## config.mk

```make
export PLATFORM = sky130hd
export DESIGN_NAME = vpu_dcache_arbiter
export DESIGN_NICKNAME = d
export VERILOG_FILES = /design/src/rtl/vpu_dcache_arbiter.sv
export SDC_FILE = /design/constraint.sdc
export NUM_CORES = 1
export LEC_CHECK = 0
export CAP_MARGIN = 15
export CORE_AREA = 2 2 119 121
export DETAILED_ROUTE_END_ITERATION = 6
export DIE_AREA = 0 0 121 123
export PLACE_DENSITY = 0.61
export SLEW_MARGIN = 20
export SYNTH_ARGS = -nofsm -noshare
export SYNTH_HDL_FRONTEND = slang
export SYNTH_SLANG_ARGS = --single-unit
```

## constraint.sdc

```tcl
create_clock -name clk_i -period 2.2 [get_ports clk_i]
set_input_delay 0.33 -clock clk_i [delete_from_list [all_inputs] [get_ports clk_i]]
set_output_delay 0.33 -clock clk_i [all_outputs]
set_load 0.02 [all_outputs]
```

## src/rtl/vpu_dcache_arbiter.sv

```systemverilog
// Arbitrates the single D$ request port between the scalar CPU LSU and the VPU LSU.
// Optional stall counters are enabled with `define VPU_DCACHE_ARB_PERF_EN.
//
// state   | meaning
// --------+-----------------------------------------------------------
// IDLE    | no owner, D$ request low, arbitrating for next cycle
// OWN_CPU | CPU LSU owns the D$ port
// OWN_VPU | VPU LSU owns the D$ port (may be locked for vector bursts)
module vpu_dcache_arbiter #(
  parameter int AW             = 32,
  parameter int DW             = 32,
  parameter int MAX_LOCK_BEATS = 16
) (
  input  logic          clk_i,
  input  logic          rst_i,
  input  logic          cpu_req_i,
  input  logic [3:0]    cpu_write_i,
  input  logic [AW-1:0] cpu_addr_i,
  input  logic [DW-1:0] cpu_in_i,
  output logic          cpu_wait_o,
  output logic [DW-1:0] cpu_out_o,
  input  logic          vpu_req_i,
  input  logic [3:0]    vpu_write_i,
  input  logic [AW-1:0] vpu_addr_i,
  input  logic [DW-1:0] vpu_in_i,
  input  logic          vpu_lock_i,
  output logic          vpu_wait_o,
  output logic [DW-1:0] vpu_out_o,
  output logic          dc_req_o,
  output logic [3:0]    dc_write_o,
  output logic [AW-1:0] dc_addr_o,
  output logic [DW-1:0] dc_in_o,
  input  logic          dc_wait_i,
  input  logic [DW-1:0] dc_out_i
`ifdef VPU_DCACHE_ARB_PERF_EN
  ,
  output logic [31:0]   cpu_stall_cnt_o,
  output logic [31:0]   vpu_stall_cnt_o
`endif
);

  localparam int LCW = $clog2(MAX_LOCK_BEATS + 1);
  localparam logic [LCW-1:0] LOCK_LAST = LCW'(MAX_LOCK_BEATS - 1);

  typedef enum logic [1:0] {IDLE, OWN_CPU, OWN_VPU} state_t;

  state_t         state;
  logic           last_vpu;
  logic [LCW-1:0] lock_cnt;

  logic own_cpu, own_vpu, done_cpu, done_vpu, lock_hit;

  // Both pending: the requester not served last wins.
  function automatic state_t arb(input logic c, input logic v, input logic last_v);
    if (c && v)  return last_v ? OWN_CPU : OWN_VPU;
    else if (c)  return OWN_CPU;
    else if (v)  return OWN_VPU;
    else         return IDLE;
  endfunction

  assign own_cpu  = (state == OWN_CPU);
  assign own_vpu  = (state == OWN_VPU);
  assign done_cpu = own_cpu & cpu_req_i & ~dc_wait_i;
  assign done_vpu = own_vpu & vpu_req_i & ~dc_wait_i;
  assign lock_hit = (lock_cnt >= LOCK_LAST);

  assign cpu_wait_o = cpu_req_i & ~done_cpu;
  assign vpu_wait_o = vpu_req_i & ~done_vpu;
  assign cpu_out_o  = dc_out_i;
  assign vpu_out_o  = dc_out_i;
  assign dc_req_o   = (own_cpu & cpu_req_i) | (own_vpu & vpu_req_i);

  always_comb begin
    dc_write_o = '0;
    dc_addr_o  = '0;
    dc_in_o    = '0;
    if (own_cpu) begin
      dc_write_o = cpu_write_i;
      dc_addr_o  = cpu_addr_i;
      dc_in_o    = cpu_in_i;
    end else if (own_vpu) begin
      dc_write_o = vpu_write_i;
      dc_addr_o  = vpu_addr_i;
      dc_in_o    = vpu_in_i;
    end
  end

  always_ff @(posedge clk_i) begin
    if (rst_i) begin
      state    <= IDLE;
      last_vpu <= 1'b1;
      lock_cnt <= '0;
    end else begin
      unique case (state)
        IDLE: begin
          lock_cnt <= '0;
          state    <= arb(cpu_req_i, vpu_req_i, last_vpu);
        end
        OWN_CPU: begin
          lock_cnt <= '0;
          if (done_cpu) begin
            last_vpu <= 1'b0;
            state    <= arb(cpu_req_i, vpu_req_i, 1'b0);
          end else if (!cpu_req_i) begin
            state <= arb(1'b0, vpu_req_i, last_vpu);
          end
        end
        OWN_VPU: begin
          if (done_vpu) begin
            last_vpu <= 1'b1;
            if (vpu_lock_i) begin
              // Counter saturates so a late CPU request still breaks the lock.
              if (cpu_req_i && lock_hit) begin
                state    <= OWN_CPU;
                lock_cnt <= '0;
              end else if (!lock_hit) begin
                lock_cnt <= lock_cnt + 1'b1;
              end
            end else begin
              state <= arb(cpu_req_i, vpu_req_i, 1'b1);
              if (cpu_req_i) lock_cnt <= '0;
            end
          end else if (!vpu_req_i) begin
            state    <= arb(cpu_req_i, 1'b0, last_vpu);
            lock_cnt <= '0;
          end
        end
        default: state <= IDLE;
      endcase
    end
  end

`ifdef VPU_DCACHE_ARB_PERF_EN
  always_ff @(posedge clk_i) begin
    if (rst_i) begin
      cpu_stall_cnt_o <= '0;
      vpu_stall_cnt_o <= '0;
    end else begin
      if (cpu_req_i && cpu_wait_o && (cpu_stall_cnt_o != '1))
        cpu_stall_cnt_o <= cpu_stall_cnt_o + 32'd1;
      if (vpu_req_i && vpu_wait_o && (vpu_stall_cnt_o != '1))
        vpu_stall_cnt_o <= vpu_stall_cnt_o + 32'd1;
    end
  end
`else
  // Stall counters are not built; arbitration is unaffected.
`endif

endmodule

```

After elaboration in Yosys (flattened, before gate mapping)
Index checks and enable logic that the tools add are counted.
W data, S select, Z words.

operators by class
  add/sub/neg operators = 1
  bitwise gates (word level) = 10
  reduce and logical (&&, ||, !) cells = 9
  mux-type cells = 30
  eq/ne operators = 9
  $lt $le $gt $ge = 1

operators by type and width
  kind                   number
  $mux W32               4
  $mux W5                6
  $mux W2                12
  $pmux W5 S2            1
  $mux W4                2
  $and A1 B1 Y1          6
  $ne A3 B2 Y1 const B   2
  $pmux W2 S3            1
  $reduce_and A3 Y1      2
  $add A5 B1 Y5 const B  1
  $ge A5 B4 Y1 const B   1
  $ne A5 B4 Y1 const B   1
  $ne A2 B1 Y1 const B   2
  $ne A4 B3 Y1 const B   1
  $ne A4 B4 Y1 const B   1
  $reduce_and A4 Y1      1
  $reduce_bool A2 Y1     2
  $mux W1                3
  $not A1 Y1             3
  $eq A2 B1 Y1 const B   1
  $eq A2 B2 Y1 const B   1
  $logic_and A1 B1 Y1    2
  $logic_not A2 Y1       1
  $pmux W1 S2            1
  2 further kinds        2

storage, ports and cells
  word-level logic and storage cells = 63
  register bits = 8
  output and inout bits = 135

Logic depth before layout (Yosys ltp)
  depth in word-level cells = 6
  depth in mapped cells = 8
  gate-level depth less buffers = 8

Worst setup path before layout
No wires, ideal clock.

  kind = reg2out
  start = register state[1]
  end = output cpu_wait_o
  path buffers = 2
  setup slack = 0.321 ns
  arrival time = 1.549 ns
  data required time = 1.870 ns
  stages on the path, launching flop included = 6
  path through = dfxtp_1 inv_1 ha_1 clkbuf_1 clkbuf_1 a21boi_0

between the ends
  word-level cells in the longest chain between the ends = 5

RTL lines
  what                        RTL line  RTL
  start: declaration          47        state_t state;
  start signal: assignment    97        state <= arb(cpu_req_i, vpu_req_i, last_vpu);
  start signal: assignment    103       state <= arb(cpu_req_i, vpu_req_i, 1'b0);
  start signal: assignment    105       state <= arb(1'b0, vpu_req_i, last_vpu);
  $eq A2 B1 Y1                61        assign own_cpu = (state == OWN_CPU);
  $and A1 B1 Y1 (2 in a row)  63        assign done_cpu = own_cpu & cpu_req_i & ~dc_wait_i;
  $not A1 Y1                  67        assign cpu_wait_o = cpu_req_i & ~done_cpu;
  $and A1 B1 Y1               67
  end: declaration            20        output logic cpu_wait_o,

Every way passes these cells.

Final worst setup path
  start = register state[0]
  end = output dc_in_o[29]

between the ends
  word-level cells in the longest chain between the ends = 3
  elaborated cells on any way between the ends = 4
  those cells by class = eq/ne: 2; mux: 2

RTL lines
  what              RTL line  RTL
  $eq A2 B2 Y1      62        assign own_vpu = (state == OWN_VPU);
  net own_vpu       51        logic own_cpu, own_vpu, done_cpu, done_vpu, lock_hit;
  $mux W32          81        end else if (own_vpu) begin
  $mux W32          77        if (own_cpu) begin
  end: declaration  32        output logic [DW-1:0] dc_in_o,

The timed path passes the listed nets, and every way through them passes these cells.

==> impl_metrics.csv <==
group,metric,value,unit
outcome,outcome,"completed",
timing,tightest_slew,0.305,ns
timing,finalMaxSlewViolations,0,
timing,rsz0062_at_grt,"true",
floorplan,rows,43,
final_layout,final_util,26.6,%
clocking,htree_num_levels,1,
critical_path,critPathLaunchType,"register",
timing,maxSlewHeadroom,79.6,%
placement,dp.cells,540,
yosys,synth_top_area_share,35.4,%
critical_path,startpoint,"state[0]$_SDFFE_PP0P_",
grt,track_usage,10.9,%
clocking,root_buffer,"clkbuf_16",
timing,fin_crit_sh,98.0,%
yosys,syn-num-nets,401,
final_layout,final_net_count,548,
yosys,synthTopCellsByArea,"a22o_1 (35%), buf_4 (28%), dfxtp_1 (9.2%), ha_1 (4.3%), clkbuf_1 (1.9%)",
yosys,synth-seq-cells,8,
critical_path,end_kind,"primary output",
clocking,cts_buffer_depth,2,
yosys,synth_most_common_cell,"a22o_1",
clocking,cts_made_buffers,3,
timing,period_minus_slack,2.16,ns
critical_path,worstRegToRegCells,8,
yosys,synth_edf_count,0,
critical_path,crit_fanout,11,
critical_path,critPathArrivalTime,1.83,ns
detailed_routing,avgRoutedWirePerCell,17.6,um
worst_hold_path,min-delay-path-class,"reg -> reg",
yosys,synth_async_sr_flop_share,0,%
final_layout,area_growth,109,%
pwr,vdd_drop_max,0.000580,V
critical_path,reg2reg_to,"state[1]$_SDFFE_PP0P_",
pwr,leakagePower,1.53,nW
yosys,synth_area_per_cell,7.85,sq um
yosys,synthFlopType,"dfxtp_1",
timing,finalClockSkew,0.00254,ns
detailed_routing,drt-total-wl,9.65,mm
pwr,power.density,396,mW/mm^2
floorplan,fp.dieArea,0.0149,sq mm
critical_path,r2r_slack,0.28,ns
detailed_routing,vias_per_cell,4.14,
timing,final_hold_viol_count,0,
grt,grt_antenna_before_repair,2,
timing,hold_ws,0.482,ns
grt,overflow,0,
final_layout,drive_above_1_share,13.7,%
detailed_routing,via_count,2267,
yosys,synth-warning-count,0,
yosys,netlist_area,0.00173,sq mm
yosys,synth_common_cells,"a22o_1 (70), buf_4 (64), clkbuf_1 (9), nand2_1 (9), dfxtp_1 (8)",
clocking,insertion_delay,0.23,ns
pwr,p_total,1.44,mW
detailed_routing,drc,0,
grt,grt_pass1_vias,2169,
floorplan,pin_count,309,
yosys,synth.distinct_cells,33,
critical_path,endpoint,"dc_in_o[29]",
floorplan,die_h,123,um
clocking,clk_pin_slew_worst_paths,0.04,ns
placement,dpl.hpwl,7.97,mm
placement,port_buffers,212,
grt,grt_max_degree,70,
floorplan,die_x,121,um
floorplan,initial_core_util,12.7,%
floorplan,fp.coreArea,0.0136,sq mm
timing,final-setup-viol-count,0,
critical_path,required,1.87,ns
final_layout,stdcell_count,547,
yosys,seq_area_frac_synth,9.24,%
yosys,synth_top_cell_by_area,"a22o_1",
detailed_routing,first_pass_iters,4,
grt,grt_first_pass_wirelength,12.6,mm
clocking,cts_tree,"done",
detailed_routing,ant_nets,0,
run,max-cap-violations,0,
detailed_routing,drt-initial-drc-count,76,
critical_path,r2r-start,"lock_cnt[0]$_SDFFE_PP0P_",
clocking,cts_sinks,8,
critical_path,path_class,"reg -> out",
timing,timing.fmax,0.464,GHz
yosys,syn_inst,221,
placement,routabilityCongestion,0.849,
==> per-layer routing <==
layer / up-vias / share of wire (%) / global-route usage, %
li1: 1060 / - / -
met1: 1048 / 40 / 13.8
met2: 140 / 46 / 18.0
met3: 17 / 12 / 4.29
met4: 2 / 0.69 / 1.38
met5: - / 0.13 / 0
==> layout by cell type (no fill, tap or decap), types with 2 or more instances in the layout <==
| cell | count |
|---|---|
| buf_4 | 6 |
| a21oi_2 | 2 |
| a21oi_1 | 4 |
| clkdlybuf4s15_1 | 26 |
| dlygate4sd2_1 | 17 |
| nand2_1 | 9 |
| dfxtp_1 | 8 |
| o21bai_1 | 2 |
| ha_1 | 5 |
| a22o_1 | 70 |
| buf_12 | 4 |
| nand2b_1 | 3 |
| clkbuf_2 | 26 |
| nor2_1 | 7 |
| inv_1 | 5 |
| o21ai_0 | 6 |
| clkdlybuf4s50_1 | 141 |
| clkbuf_16 | 4 |
==> report_power, final <==
group,internal (mW),switching (mW)
sequential,0.153,0.00658
combinational,0.516,0.449
clock,0.235,0.0770
total,0.904,0.532
==> worst max-delay path, stage by stage (launching register included) <==
cell	delay [ns]
dfxtp_1	0.37
inv_1	0.08
ha_1	0.21
nor2b_4	0.13
buf_12	0.14
clkbuf_16	0.16
a22o_1	0.17
dlygate4sd2_1	0.32
==> metrics by stage <==
| stage | setup slack (ns) | setup TNS (ns) | area (sq um) |
|---|---|---|---|
| final | 0.0438 | 0 | 3620 |
| after global routing | -0.0272 | -0.147 | 3620 |
| after CTS | 0.00293 | 0 | 3630 |
| after detailed placement | -0.0330 | -0.0776 | 3630 |
| after global placement | 0.0206 | 0 | 3630 |
| after floorplan | 0.321 | 0 | 1730 |
==> final cells by class <==
| class | instances | area (sq um) |
|---|---|---|
| Tap cell | 180 | 225 |
| Inverter | 5 | 18.8 |
| Sequential cell | 8 | 160 |
| Clock buffer | 3 | 75.1 |
| Multi-Input combinational cell | 127 | 1020 |
| Fill cell | 1450 | 9990 |
| Antenna cell | 1 | 2.50 |
| Timing Repair Buffer | 223 | 2120 |
==> logic make-up (layout without fill, tap and decap cells) <==
group / after synthesis / count (layout) / synth area share [%]
and+or+nand+nor: 30 / 30 / 9.60
DFF: 8 / 8 / 9.24
AOI/OAI and AO/OA: 91 / 91 / 43.9
adders and majority gates: 6 / 6 / 4.33
buffers and inverters: 86 / 231 / 32.9
other: 0 / 1 / 0
==> repair_timing <==
action                     CTS  global route
setup endpoints to repair   69            45
setup buffers                0             1
hold endpoints to repair     0             0
hold buffers                 0             0
gates cloned                 0             2
resized for setup           72            77
pin swaps                    0             0
==> worst min-delay path by stage <==
stage | start | end | slack (ns) | cells after the start
floorplan | rst_i | state[0]$_SDFFE_PP0P_ | 0.40 | 1
global placement | lock_cnt[4]$_SDFFE_PP0P_ | lock_cnt[4]$_SDFFE_PP0P_ | 0.46 | 2
detailed placement | lock_cnt[4]$_SDFFE_PP0P_ | lock_cnt[4]$_SDFFE_PP0P_ | 0.48 | 2
CTS | lock_cnt[4]$_SDFFE_PP0P_ | lock_cnt[4]$_SDFFE_PP0P_ | 0.49 | 2
global route | lock_cnt[4]$_SDFFE_PP0P_ | lock_cnt[4]$_SDFFE_PP0P_ | 0.51 | 2
finish | lock_cnt[4]$_SDFFE_PP0P_ | lock_cnt[4]$_SDFFE_PP0P_ | 0.48 | 2
==> state kept, by name (all words and copies together) (netlist names) <==
register and cells:
last_vpu 1, lock_cnt 5, state 2
Power figures use the tool's default switching activity.
